[src/rtl/neurocore_pkg.sv]
// neurocore_pkg: shared default sizes, fetch FSM state type and tile slot mapping
package neurocore_pkg;
  localparam int DEF_DATA_W = 16;
  localparam int DEF_J = 2;
  localparam int DEF_K = 2;
  localparam int DEF_DIM_W = 10;
  localparam int DEF_ADDR_W = 10;
  typedef enum logic [1:0] {IDLE, FETCH, DRAIN} state_t;
  function automatic int slot_idx(input int i, input int j, input int rows, input int cols, input logic tr);
    return tr ? j * rows + i : i * cols + j;
  endfunction
endpackage

[src/rtl/block_fetch_if.sv]
// block_fetch_if: request (start/origin/dims/transpose), memory read port (rd_en/addr/rd_data) and status (busy/done/block_valid/block)
interface block_fetch_if import neurocore_pkg::*; #(
  parameter int DATA_W = DEF_DATA_W,
  parameter int J = DEF_J,
  parameter int K = DEF_K,
  parameter int DIM_W = DEF_DIM_W,
  parameter int ADDR_W = DEF_ADDR_W
) ();
  logic start;
  logic [DIM_W-1:0] start_row;
  logic [DIM_W-1:0] start_col;
  logic [DIM_W-1:0] num_rows;
  logic [DIM_W-1:0] num_cols;
  logic transpose;
  logic mem_rd_en;
  logic [ADDR_W-1:0] mem_addr;
  logic [DATA_W-1:0] mem_rd_data;
  logic busy;
  logic done;
  logic block_valid;
  logic [J*K*DATA_W-1:0] block;
  modport master (
    output start, start_row, start_col, num_rows, num_cols, transpose, mem_rd_data,
    input mem_rd_en, mem_addr, busy, done, block_valid, block
  );
  modport slave (
    input start, start_row, start_col, num_rows, num_cols, transpose, mem_rd_data,
    output mem_rd_en, mem_addr, busy, done, block_valid, block
  );
endinterface

[src/rtl/block_addr_gen.sv]
// block_addr_gen: i/j element counters advanced by step; drives issue, in_range, addr, slot and last-element flag
module block_addr_gen import neurocore_pkg::*; #(
  parameter int J = DEF_J,
  parameter int K = DEF_K,
  parameter int DIM_W = DEF_DIM_W,
  parameter int ADDR_W = DEF_ADDR_W,
  parameter int SW = (J * K > 1) ? $clog2(J * K) : 1
) (
  input  logic clk,
  input  logic rst,
  input  logic step,
  input  logic tr,
  input  logic [DIM_W-1:0] row0,
  input  logic [DIM_W-1:0] col0,
  input  logic [DIM_W-1:0] nrows,
  input  logic [DIM_W-1:0] ncols,
  output logic issue,
  output logic in_range,
  output logic last,
  output logic [ADDR_W-1:0] addr,
  output logic [SW-1:0] slot
);
  localparam int IW = (J > 1) ? $clog2(J) : 1;
  localparam int JW = (K > 1) ? $clog2(K) : 1;
  localparam int PW = 2 * DIM_W + 2;
  logic [IW-1:0] i;
  logic [JW-1:0] j;
  logic [DIM_W:0] r, c;
  assign r = {1'b0, row0} + (DIM_W+1)'(i);
  assign c = {1'b0, col0} + (DIM_W+1)'(j);
  assign in_range = r < {1'b0, nrows} && c < {1'b0, ncols};
  assign addr = ADDR_W'(PW'(r) * PW'(ncols) + PW'(c));
  assign last = i == IW'(J - 1) && j == JW'(K - 1);
  assign slot = SW'(slot_idx(int'(i), int'(j), J, K, tr));
  assign issue = step;
  always_ff @(posedge clk) begin
    if (rst) begin
      i <= '0;
      j <= '0;
    end else if (step) begin
      j <= j == JW'(K - 1) ? '0 : j + 1'b1;
      if (j == JW'(K - 1)) i <= i == IW'(J - 1) ? '0 : i + 1'b1;
    end
  end
endmodule

[src/rtl/block_fetch.sv]
// block_fetch: reads a JxK tile (zero-padded, optional transpose) from a sync-read memory; ports clk, rst, bus (block_fetch_if.slave)
module block_fetch import neurocore_pkg::*; #(
  parameter int DATA_W = DEF_DATA_W,
  parameter int J = DEF_J,
  parameter int K = DEF_K,
  parameter int DIM_W = DEF_DIM_W,
  parameter int ADDR_W = DEF_ADDR_W
) (
  input logic clk,
  input logic rst,
  block_fetch_if.slave bus
);
  localparam int SW = (J * K > 1) ? $clog2(J * K) : 1;
  state_t state;
  logic [DIM_W-1:0] row0_q, col0_q, nrows_q, ncols_q;
  logic tr_q, idle, step, issue, in_range, last, iss_v, last_q, cap_v, cap_rd;
  logic [ADDR_W-1:0] addr;
  logic [SW-1:0] slot, iss_slot, cap_slot;
  assign idle = state == IDLE;
  assign step = idle ? bus.start : state == FETCH && !last_q;
  assign bus.busy = !idle;
  block_addr_gen #(.J(J), .K(K), .DIM_W(DIM_W), .ADDR_W(ADDR_W), .SW(SW)) u_gen (
    .clk(clk),
    .rst(rst),
    .step(step),
    .tr(idle ? bus.transpose : tr_q),
    .row0(idle ? bus.start_row : row0_q),
    .col0(idle ? bus.start_col : col0_q),
    .nrows(idle ? bus.num_rows : nrows_q),
    .ncols(idle ? bus.num_cols : ncols_q),
    .issue(issue),
    .in_range(in_range),
    .last(last),
    .addr(addr),
    .slot(slot)
  );
  always_ff @(posedge clk) begin
    if (rst) begin
      state <= IDLE;
      row0_q <= '0;
      col0_q <= '0;
      nrows_q <= '0;
      ncols_q <= '0;
      tr_q <= 1'b0;
      bus.mem_rd_en <= 1'b0;
      bus.mem_addr <= '0;
      iss_v <= 1'b0;
      iss_slot <= '0;
      last_q <= 1'b0;
      cap_v <= 1'b0;
      cap_rd <= 1'b0;
      cap_slot <= '0;
      bus.done <= 1'b0;
      bus.block_valid <= 1'b0;
      bus.block <= '0;
    end else begin
      bus.mem_rd_en <= issue && in_range;
      bus.mem_addr <= issue && in_range ? addr : bus.mem_addr;
      iss_v <= issue;
      iss_slot <= slot;
      last_q <= issue && last;
      cap_v <= iss_v;
      cap_rd <= bus.mem_rd_en;
      cap_slot <= iss_slot;
      if (cap_v) bus.block[int'(cap_slot)*DATA_W +: DATA_W] <= cap_rd ? bus.mem_rd_data : '0;
      bus.done <= state == DRAIN;
      if (idle && bus.start) begin
        state <= FETCH;
        row0_q <= bus.start_row;
        col0_q <= bus.start_col;
        nrows_q <= bus.num_rows;
        ncols_q <= bus.num_cols;
        tr_q <= bus.transpose;
        bus.block_valid <= 1'b0;
      end else if (state == FETCH && last_q) begin
        state <= DRAIN;
      end else if (state == DRAIN) begin
        state <= IDLE;
        bus.block_valid <= 1'b1;
      end
    end
  end
endmodule

[src/flat_wrapper.sv]
// flat-port wrapper written by rule: the top's interface ports become plain ports
module block_fetch_flat import neurocore_pkg::*;
#(
  parameter int DATA_W = DEF_DATA_W,
  parameter int J = DEF_J,
  parameter int K = DEF_K,
  parameter int DIM_W = DEF_DIM_W,
  parameter int ADDR_W = DEF_ADDR_W
)
  (clk, rst, bus_start, bus_start_row, bus_start_col, bus_num_rows, bus_num_cols, bus_transpose, bus_mem_rd_data, bus_mem_rd_en, bus_mem_addr, bus_busy, bus_done, bus_block_valid, bus_block);
  block_fetch_if #(.DATA_W(DATA_W), .J(J), .K(K), .DIM_W(DIM_W), .ADDR_W(ADDR_W)) bus_i ();
  input logic clk;
  input logic rst;
  input wire logic [$bits(bus_i.start)-1:0] bus_start;
  input wire logic [$bits(bus_i.start_row)-1:0] bus_start_row;
  input wire logic [$bits(bus_i.start_col)-1:0] bus_start_col;
  input wire logic [$bits(bus_i.num_rows)-1:0] bus_num_rows;
  input wire logic [$bits(bus_i.num_cols)-1:0] bus_num_cols;
  input wire logic [$bits(bus_i.transpose)-1:0] bus_transpose;
  input wire logic [$bits(bus_i.mem_rd_data)-1:0] bus_mem_rd_data;
  output wire logic [$bits(bus_i.mem_rd_en)-1:0] bus_mem_rd_en;
  output wire logic [$bits(bus_i.mem_addr)-1:0] bus_mem_addr;
  output wire logic [$bits(bus_i.busy)-1:0] bus_busy;
  output wire logic [$bits(bus_i.done)-1:0] bus_done;
  output wire logic [$bits(bus_i.block_valid)-1:0] bus_block_valid;
  output wire logic [$bits(bus_i.block)-1:0] bus_block;
  assign bus_i.start = bus_start;
  assign bus_i.start_row = bus_start_row;
  assign bus_i.start_col = bus_start_col;
  assign bus_i.num_rows = bus_num_rows;
  assign bus_i.num_cols = bus_num_cols;
  assign bus_i.transpose = bus_transpose;
  assign bus_i.mem_rd_data = bus_mem_rd_data;
  assign bus_mem_rd_en = bus_i.mem_rd_en;
  assign bus_mem_addr = bus_i.mem_addr;
  assign bus_busy = bus_i.busy;
  assign bus_done = bus_i.done;
  assign bus_block_valid = bus_i.block_valid;
  assign bus_block = bus_i.block;
  block_fetch #(.DATA_W(DATA_W), .J(J), .K(K), .DIM_W(DIM_W), .ADDR_W(ADDR_W)) u_core (.clk(clk), .rst(rst), .bus(bus_i));
endmodule
[config.mk]
export PLATFORM = sky130hd
export DESIGN_NAME = block_fetch_flat
export DESIGN_NICKNAME = d
export VERILOG_FILES = /design/src/rtl/neurocore_pkg.sv /design/src/rtl/block_fetch_if.sv /design/src/rtl/block_addr_gen.sv /design/src/rtl/block_fetch.sv /design/src/flat_wrapper.sv
export SDC_FILE = /design/constraint.sdc
export NUM_CORES = 1
export LEC_CHECK = 0
export BUFFER_PORTS_ARGS = -buffer_cell sky130_fd_sc_hd__buf_4
export CAP_MARGIN = 40
export CORE_MARGIN = 3
export CORE_UTILIZATION = 57
export CTS_CLUSTER_SIZE = 20
export DETAILED_ROUTE_END_ITERATION = 8
export PLACE_DENSITY_LB_ADDON = 0.25
export SYNTH_ARGS = -nofsm -noshare
export SYNTH_HDL_FRONTEND = slang
export SYNTH_SLANG_ARGS = --single-unit
[constraint.sdc]
create_clock -name clk -period 8.5 [get_ports clk]
set_input_delay 0.85 -clock clk [delete_from_list [all_inputs] [get_ports clk]]
set_output_delay 0.85 -clock clk [all_outputs]
set_load 0.005 [all_outputs]
==> results.yml, run 1 <==
place:
  port_buffer_count: 137
  placed_area_um2: 8950
  hpwl_um: 14900
  gp_congestion: 0.962
setup_path:
  start_of_the_worst_register_to_register_path: "u_core.state[0]$_SDFFE_PP0P_"
  cp_data_required_time_ns: 8.79
  worstPathMaxFanout: 54
  worstSetupStartpointType: "flip-flop"
  ff2ff_setup_slack_ns: 1.08
  critical_path.endpoint_type: "flip-flop"
  critical-path-max-stage-delay_ns: 0.58
  timing_worst_setup_path_type: "flip-flop to flip-flop"
  timing.rr.end: "u_core.bus.mem_addr[9]$_SDFFE_PP0P_"
  worst-endpoint-arrival_ns: 7.71
  worst_r2r_path_depth: 29
  critical_path.slowest_cell: "sky130_fd_sc_hd__buf_4"
synth:
  synth_edf_count: 0
  synthArstFlopShare: 0
  yosys-top-cells-area: "sky130_fd_sc_hd__dfxtp_1 (33%), sky130_fd_sc_hd__ha_1 (8.8%), sky130_fd_sc_hd__fa_1 (7.7%)"
  ys_seq_elements: 130
  synth.distinct_cells: 57
  syn-instance-count: 907
  ys.warnings.count: 0
  leading_area_contributor_after_synthesis: "sky130_fd_sc_hd__dfxtp_1"
  synthesis.nets: 1052
  synth.top_cell.area_share: 0.334
  syn_area_um2: 7800
  synth_ff_type: "sky130_fd_sc_hd__dfxtp_1"
  syn_avg_cell_area_um2: 8.60
  seq_area_frac_synth: 0.334
layout:
  layout.cells.most_common_list: "sky130_fd_sc_hd__nand2_1 (154), sky130_fd_sc_hd__buf_4 (142), sky130_fd_sc_hd__dfxtp_1 (129), sky130_fd_sc_hd__nor2_1 (99), sky130_fd_sc_hd__inv_1 (69)"
  layout-area-overhead-vs-synth_pct: 22.0
  layout_commonest_cell: "sky130_fd_sc_hd__nand2_1"
  layout-drive-gt1-share: 0.189
  fillers: 1068
  antenna_diodes: 0
  layout.cell_area.non_filler_um2: 9520
  nNetsFinal: 1165
grt:
  grt_antenna_before_repair: 0
  gr-usage-all-layers: 0.279
  grt_first_pass_wirelength_um: 33100
  grt_overflow: 0
  grt_max_degree: 77
  grt_pass1_vias: 6505
clocking:
  insertion_delay_ns: 0.43
  cts_repair_resize_count: 0
  post_cts_buffers: 0
  cts_made_buffers: 17
  cts.sink_count: 130
  clk_pin_slew_ns: 0.07
  tritoncts_clock_tree: "done"
  htree_levels: 4
  cts.root.buffer_cell: "sky130_fd_sc_hd__clkbuf_16"
  cts_hold_repair.buffers: 0
  clockBufferDepth: 2
die:
  rows: 42
  design.core.area_um2: 13300
  die-width_um: 123
  die_h_um: 123
  floorplan.initialDensity: 0.587
  top_level_ports: 138
  die_area_um2: 15100
power_and_ir_drop:
  power.leakage_uw: 0.00437
  ir_drop_mv: 0.188
  power.density_nw_per_um2: 229
route:
  drc_errors_left: 0
  via_count: 6955
  vias_per_cell: 5.75
  routed_len_inst_um: 17.3
  drt_wl_total_um: 20900
  first_pass_iters: 5
  number_of_antenna_violating_nets_in_the_routed_design: 0
  initialDrtViolationCount: 621
run_status:
  result_of_the_run: "complete, no violations"
timing:
  timing.final.crit_period_ns: 7.42
  post_route_skew_ns: 0.0129
  setup_viol: 0
  max_freq_mhz: 135
  finalHoldViolCount: 0
  finalMaxSlewViolations: 0
  totalNegativeSetupSlack_ns: 0
  timing.slew.headroom: 0.341
  grt_setup_unrepaired: "false"
  worstMarginPinSlew_ns: 0.981
  post-route-period-util: 0.873
hold_path:
  whs_endpoint: "u_core.cap_slot[1]$_SDFF_PP0_"
  timing.hold.worst.class: "flip-flop to flip-flop"
  worstHoldPathCells: 1
  timing.hold.worst.start: "u_core.iss_slot[1]$_SDFF_PP0_"
run:
  max_cap_viol_count: 0
==> worst max path at each step <==
stage,from,end,slack [ns],cells past startpoint
after detailed placement,u_core.state[0]$_SDFFE_PP0P_,u_core.bus.mem_addr[9]$_SDFFE_PP0P_,1.23,29
final,u_core.state[0]$_SDFFE_PP0P_,u_core.bus.mem_addr[9]$_SDFFE_PP0P_,1.08,29
after floorplan,u_core.state[0]$_SDFFE_PP0P_,u_core.bus.mem_addr[9]$_SDFFE_PP0P_,0.99,34
after global routing,u_core.state[0]$_SDFFE_PP0P_,u_core.bus.mem_addr[9]$_SDFFE_PP0P_,0.69,29
after global placement,u_core.state[0]$_SDFFE_PP0P_,u_core.bus.mem_addr[9]$_SDFFE_PP0P_,1.45,29
after CTS,u_core.state[0]$_SDFFE_PP0P_,u_core.bus.mem_addr[9]$_SDFFE_PP0P_,1.16,29
==> per-layer routing <==
layer | track usage | share of wire | up-vias
met5 | 0 | 0 | -
li1 | - | - | 3331
met4 | 0.0837 | 0.014 | 0
met3 | 0.0522 | 0.056 | 27
met1 | 0.403 | 0.46 | 3359
met2 | 0.428 | 0.47 | 238
==> sequential cells by signal, indices dropped and copies added (netlist names), 2 cells and up <==
register,count
u_core.nrows_q,10
u_core.bus.block,64
u_core.iss_slot,2
u_core.cap_slot,2
u_core.state,2
u_core.col0_q,10
u_core.ncols_q,10
u_core.bus.mem_addr,10
u_core.row0_q,10
==> cells in the mapped netlist, types with 3 or more instances <==
master                      number
sky130_fd_sc_hd__mux2i_1        38
sky130_fd_sc_hd__a31oi_1         6
sky130_fd_sc_hd__dfxtp_1       130
sky130_fd_sc_hd__buf_6           4
sky130_fd_sc_hd__inv_1          69
sky130_fd_sc_hd__a21o_1          8
sky130_fd_sc_hd__nor2_1         99
sky130_fd_sc_hd__a2111oi_0       3
sky130_fd_sc_hd__o21a_1          5
sky130_fd_sc_hd__xnor2_1        18
sky130_fd_sc_hd__nor3_1          5
sky130_fd_sc_hd__buf_2           5
sky130_fd_sc_hd__nand2b_1        5
sky130_fd_sc_hd__nand2_1       154
sky130_fd_sc_hd__clkbuf_1       38
sky130_fd_sc_hd__or2_2           3
sky130_fd_sc_hd__xor2_1         12
sky130_fd_sc_hd__xnor3_1         3
sky130_fd_sc_hd__nor3b_1         3
sky130_fd_sc_hd__and2_1         13
sky130_fd_sc_hd__ha_1           55
sky130_fd_sc_hd__o2111ai_1       3
sky130_fd_sc_hd__and3_1          8
sky130_fd_sc_hd__nand4_1         4
sky130_fd_sc_hd__nand3_1        11
sky130_fd_sc_hd__a21oi_1        51
sky130_fd_sc_hd__o211ai_1        3
sky130_fd_sc_hd__fa_1           30
sky130_fd_sc_hd__buf_1           3
sky130_fd_sc_hd__nor4_1          5
sky130_fd_sc_hd__a32oi_1        64
sky130_fd_sc_hd__o21ai_0         8
sky130_fd_sc_hd__nor2b_1        13
==> cells by family (layout without fill, tap and decap cells) <==
logic type,after synthesis,count (layout),synth area share
xor+xnor,36,36,0.0497
simple gates,332,332,0.187
flops,130,130,0.334
compound gates,164,164,0.151
fa+ha+maj,85,85,0.165
buf+inv,121,247,0.0637
mux,39,39,0.0502
==> metrics by stage <==
stage / instances / setup WS [ns] / power, uW / hold slack [ns] / util
final: 1209 / 1.08 / 2180 / 0.432 / 0.716
after global placement: 1174 / 1.45 / 1460 / 0.420 / 0.670
after detailed placement: 1177 / 1.23 / 1480 / 0.422 / 0.673
after CTS: 1209 / 1.16 / 2190 / 0.436 / 0.716
after global routing: 1209 / 0.688 / 2320 / 0.457 / 0.716
after floorplan: 907 / 0.990 / 1290 / 0.414 / -
==> where the power goes <==
| group | switching, uW | total, uW | internal, uW |
|---|---|---|---|
| Sequential | 26.1 | 668 | 642 |
| Clock | 292 | 705 | 413 |
| Combinational | 417 | 808 | 391 |
==> final cells by class <==
cell class	instances	area, um2	area share
multi-input combinational	656	4750	0.499
clock buffer	18	439	0.0461
sequential	130	2600	0.273
timing repair buffer	145	1110	0.116
clock inverter	14	130	0.0137
inverter	70	265	0.0279
tap	176	220	0.0231
==> critical path, delay by kind of cell, from the launching register on <==
family                   cells  cell delay (ns)
XOR/XNOR                     7             1.52
AO/OA/AOI/OAI                1             0.44
buffers and inverters        5             0.78
flip-flops                   1             0.49
AND/OR/NAND/NOR              8             0.97
multiplexers                 1             0.17
adder cells (fa/ha/maj)      7             2.88
(Power assumes the default switching activity.)
==> run 2, diff against run 1 <==
Settings changed: ABC_AREA from default to 1.
==> results.yml, run 2 <==
synth:
  synth.distinct_cells: 38
  synth_edf_count: 0
  synth.top_cell.area_share: 0.320
  seq_area_frac_synth: 0.320
  synth_ff_type: "sky130_fd_sc_hd__dfxtp_1"
  leading_area_contributor_after_synthesis: "sky130_fd_sc_hd__dfxtp_1"
  syn_avg_cell_area_um2: 7.10
  ys.warnings.count: 0
  synthesis.nets: 1289
  post-synth-top-count-cell: "sky130_fd_sc_hd__nand2_1"
  yosys-top-cells-area: "sky130_fd_sc_hd__dfxtp_1 (32%), sky130_fd_sc_hd__nand2_1 (12%), sky130_fd_sc_hd__ha_1 (8.5%)"
  syn_area_um2: 8120
  ys_seq_elements: 130
  synthArstFlopShare: 0
  syn-instance-count: 1144
  ys_top_cells_by_count: "sky130_fd_sc_hd__nand2_1 (267), sky130_fd_sc_hd__inv_1 (162), sky130_fd_sc_hd__dfxtp_1 (130)"
route:
  drt_wl_total_um: 22300
  first_pass_iters: 5
  initialDrtViolationCount: 798
  routed_len_inst_um: 15.4
  drc_errors_left: 0
  number_of_antenna_violating_nets_in_the_routed_design: 0
  vias_per_cell: 5.41
  via_count: 7824
setup_path:
  critical-path-max-stage-delay_ns: 0.53
  start_of_the_worst_register_to_register_path: "u_core.state[0]$_SDFFE_PP0P_"
  crit_top_cell: "sky130_fd_sc_hd__nand2_1"
  timing.rr.end: "u_core.bus.mem_addr[9]$_SDFFE_PP0P_"
  cp_data_required_time_ns: 8.81
  critical_path.endpoint_type: "flip-flop"
  timing_worst_setup_path_type: "flip-flop to flip-flop"
  worstPathMaxFanout: 58
  worstSetupStartpointType: "flip-flop"
  ff2ff_setup_slack_ns: 1.99
  worst-endpoint-arrival_ns: 6.82
  worst_r2r_path_depth: 36
  critical_path.slowest_cell: "sky130_fd_sc_hd__fa_1"
  crit_path_start: "u_core.state[0]$_SDFFE_PP0P_"
grt:
  grt_antenna_before_repair: 0
  grt_overflow: 0
  grt_first_pass_wirelength_um: 35800
  grt_max_degree: 78
  gr-usage-all-layers: 0.280
  grt_pass1_vias: 7355
timing:
  grt_setup_unrepaired: "false"
  post-route-period-util: 0.766
  timing.final.crit_period_ns: 6.51
  finalMaxSlewViolations: 0
  worstMarginPinSlew_ns: 0.803
  max_freq_mhz: 154
  finalHoldViolCount: 0
  setup_viol: 0
  timing.slew.headroom: 0.465
  totalNegativeSetupSlack_ns: 0
  post_route_skew_ns: 0.00730
run:
  max_cap_viol_count: 0
clocking:
  clk_pin_slew_ns: 0.06
  cts_repair_resize_count: 0
  post_cts_buffers: 0
  cts.root.buffer_cell: "sky130_fd_sc_hd__clkbuf_16"
  cts.sink_count: 130
  insertion_delay_ns: 0.41
  htree_levels: 4
  tritoncts_clock_tree: "done"
  cts_hold_repair.buffers: 0
  cts_made_buffers: 17
  clockBufferDepth: 2
die:
  design.core.area_um2: 13600
  rows: 42
  floorplan.initialDensity: 0.597
  die_h_um: 125
  die-width_um: 125
  top_level_ports: 138
  die_area_um2: 15700
power_and_ir_drop:
  power.leakage_uw: 0.00452
  ir_drop_mv: 0.151
  power.density_nw_per_um2: 235
run_status:
  result_of_the_run: "complete, no violations"
hold_path:
  timing.hold.worst.start: "u_core.iss_v$_SDFF_PP0_"
  worstHoldPathCells: 2
  timing.hold.worst.class: "flip-flop to flip-flop"
  whs_endpoint: "u_core.cap_v$_SDFF_PP0_"
layout:
  layout-area-overhead-vs-synth_pct: 21.2
  final_util: 0.723
  layout-drive-gt1-share: 0.175
  nNetsFinal: 1405
  layout_commonest_cell: "sky130_fd_sc_hd__nand2_1"
  layout.cells.most_common_list: "sky130_fd_sc_hd__nand2_1 (267), sky130_fd_sc_hd__inv_1 (162), sky130_fd_sc_hd__buf_4 (145), sky130_fd_sc_hd__dfxtp_1 (130), sky130_fd_sc_hd__nand3_1 (94)"
  flip_flop_count_of_the_largest_register_after_layout: 64
  top_register: "u_core.bus.block"
  antenna_diodes: 0
place:
  hpwl_um: 16600
  gp_congestion: 0.974
  port_buffer_count: 137
run 2: changes by cell type in the layout (fill, tap and decap cells not counted), moves of 26 or more:
cell,before,now
sky130_fd_sc_hd__a32oi_1,64,0
sky130_fd_sc_hd__nand3_1,11,94
sky130_fd_sc_hd__nor2_1,99,73
sky130_fd_sc_hd__a21oi_1,51,93
sky130_fd_sc_hd__o21ai_0,8,72
sky130_fd_sc_hd__nand2_1,154,267
sky130_fd_sc_hd__inv_1,69,162
sky130_fd_sc_hd__mux2i_1,38,0
run 2: how the worst max path moves through the flow:
stage / end / depth (start not counted) / slack [ns]
after CTS: u_core.bus.mem_addr[9]$_SDFFE_PP0P_ / 36 / 2.00
after floorplan: u_core.bus.mem_addr[9]$_SDFFE_PP0P_ / 39 / 2.35
after global routing: u_core.bus.mem_addr[9]$_SDFFE_PP0P_ / 35 / 1.47
after detailed placement: u_core.bus.mem_addr[9]$_SDFFE_PP0P_ / 36 / 1.85
after global placement: u_core.bus.mem_addr[9]$_SDFFE_PP0P_ / 36 / 2.02
final: u_core.bus.mem_addr[9]$_SDFFE_PP0P_ / 36 / 1.99
run 2: cell type report:
class / instances / area (um2)
Fill cell: 1089 / 3760
Tap cell: 176 / 220
Inverter: 168 / 631
Clock inverter: 12 / 181
Clock buffer: 18 / 439
Multi-Input combinational cell: 796 / 4640
Sequential cell: 130 / 2600
Timing Repair Buffer: 147 / 1130
run 2: metrics by stage:
step / power (uW) / setup WS, ns / std cells / area, um2 / hold WS, ns
after floorplan: 1340 / 2.35 / 1144 / 8120 / 0.388
after global placement: 1510 / 2.02 / 1413 / 9170 / 0.391
after detailed placement: 1550 / 1.85 / 1417 / 9230 / 0.397
after CTS: 2320 / 2.00 / 1447 / 9850 / 0.405
after global routing: 2490 / 1.47 / 1447 / 9850 / 0.430
final: 2310 / 1.99 / 1447 / 9850 / 0.402
run 2: routing by layer:
metal | up-vias | global-route usage | part of all wire
li1 | 3896 | - | -
met1 | 3593 | 0.338 | 0.40
met4 | 0 | 0.110 | 0.028
met3 | 46 | 0.0478 | 0.062
met5 | - | 0 | 0
met2 | 289 | 0.495 | 0.51
run 2: logic make-up (layout without fill, tap and decap cells):
kind of cell / Yosys count / after routing / share of synthesized area
compound gates: 195 / 195 / 0.129
xor+xnor: 11 / 11 / 0.0119
flops: 130 / 130 / 0.320
simple gates: 505 / 505 / 0.271
fa+ha+maj: 85 / 85 / 0.159
buf+inv: 218 / 345 / 0.109
run 2: power by group:
group / internal, uW / switching [uW]
sequential: 643 / 15.8
combinational: 342 / 545
clock: 497 / 269
run 2: worst max-delay path: cells and delay by family, from the launching register on:
kind | cells | cell delay, ns
AO/OA/AOI/OAI | 1 | 0.13
buffers and inverters | 10 | 1.01
adder cells (fa/ha/maj) | 7 | 3.05
flip-flops | 1 | 0.37
AND/OR/NAND/NOR | 18 | 1.82
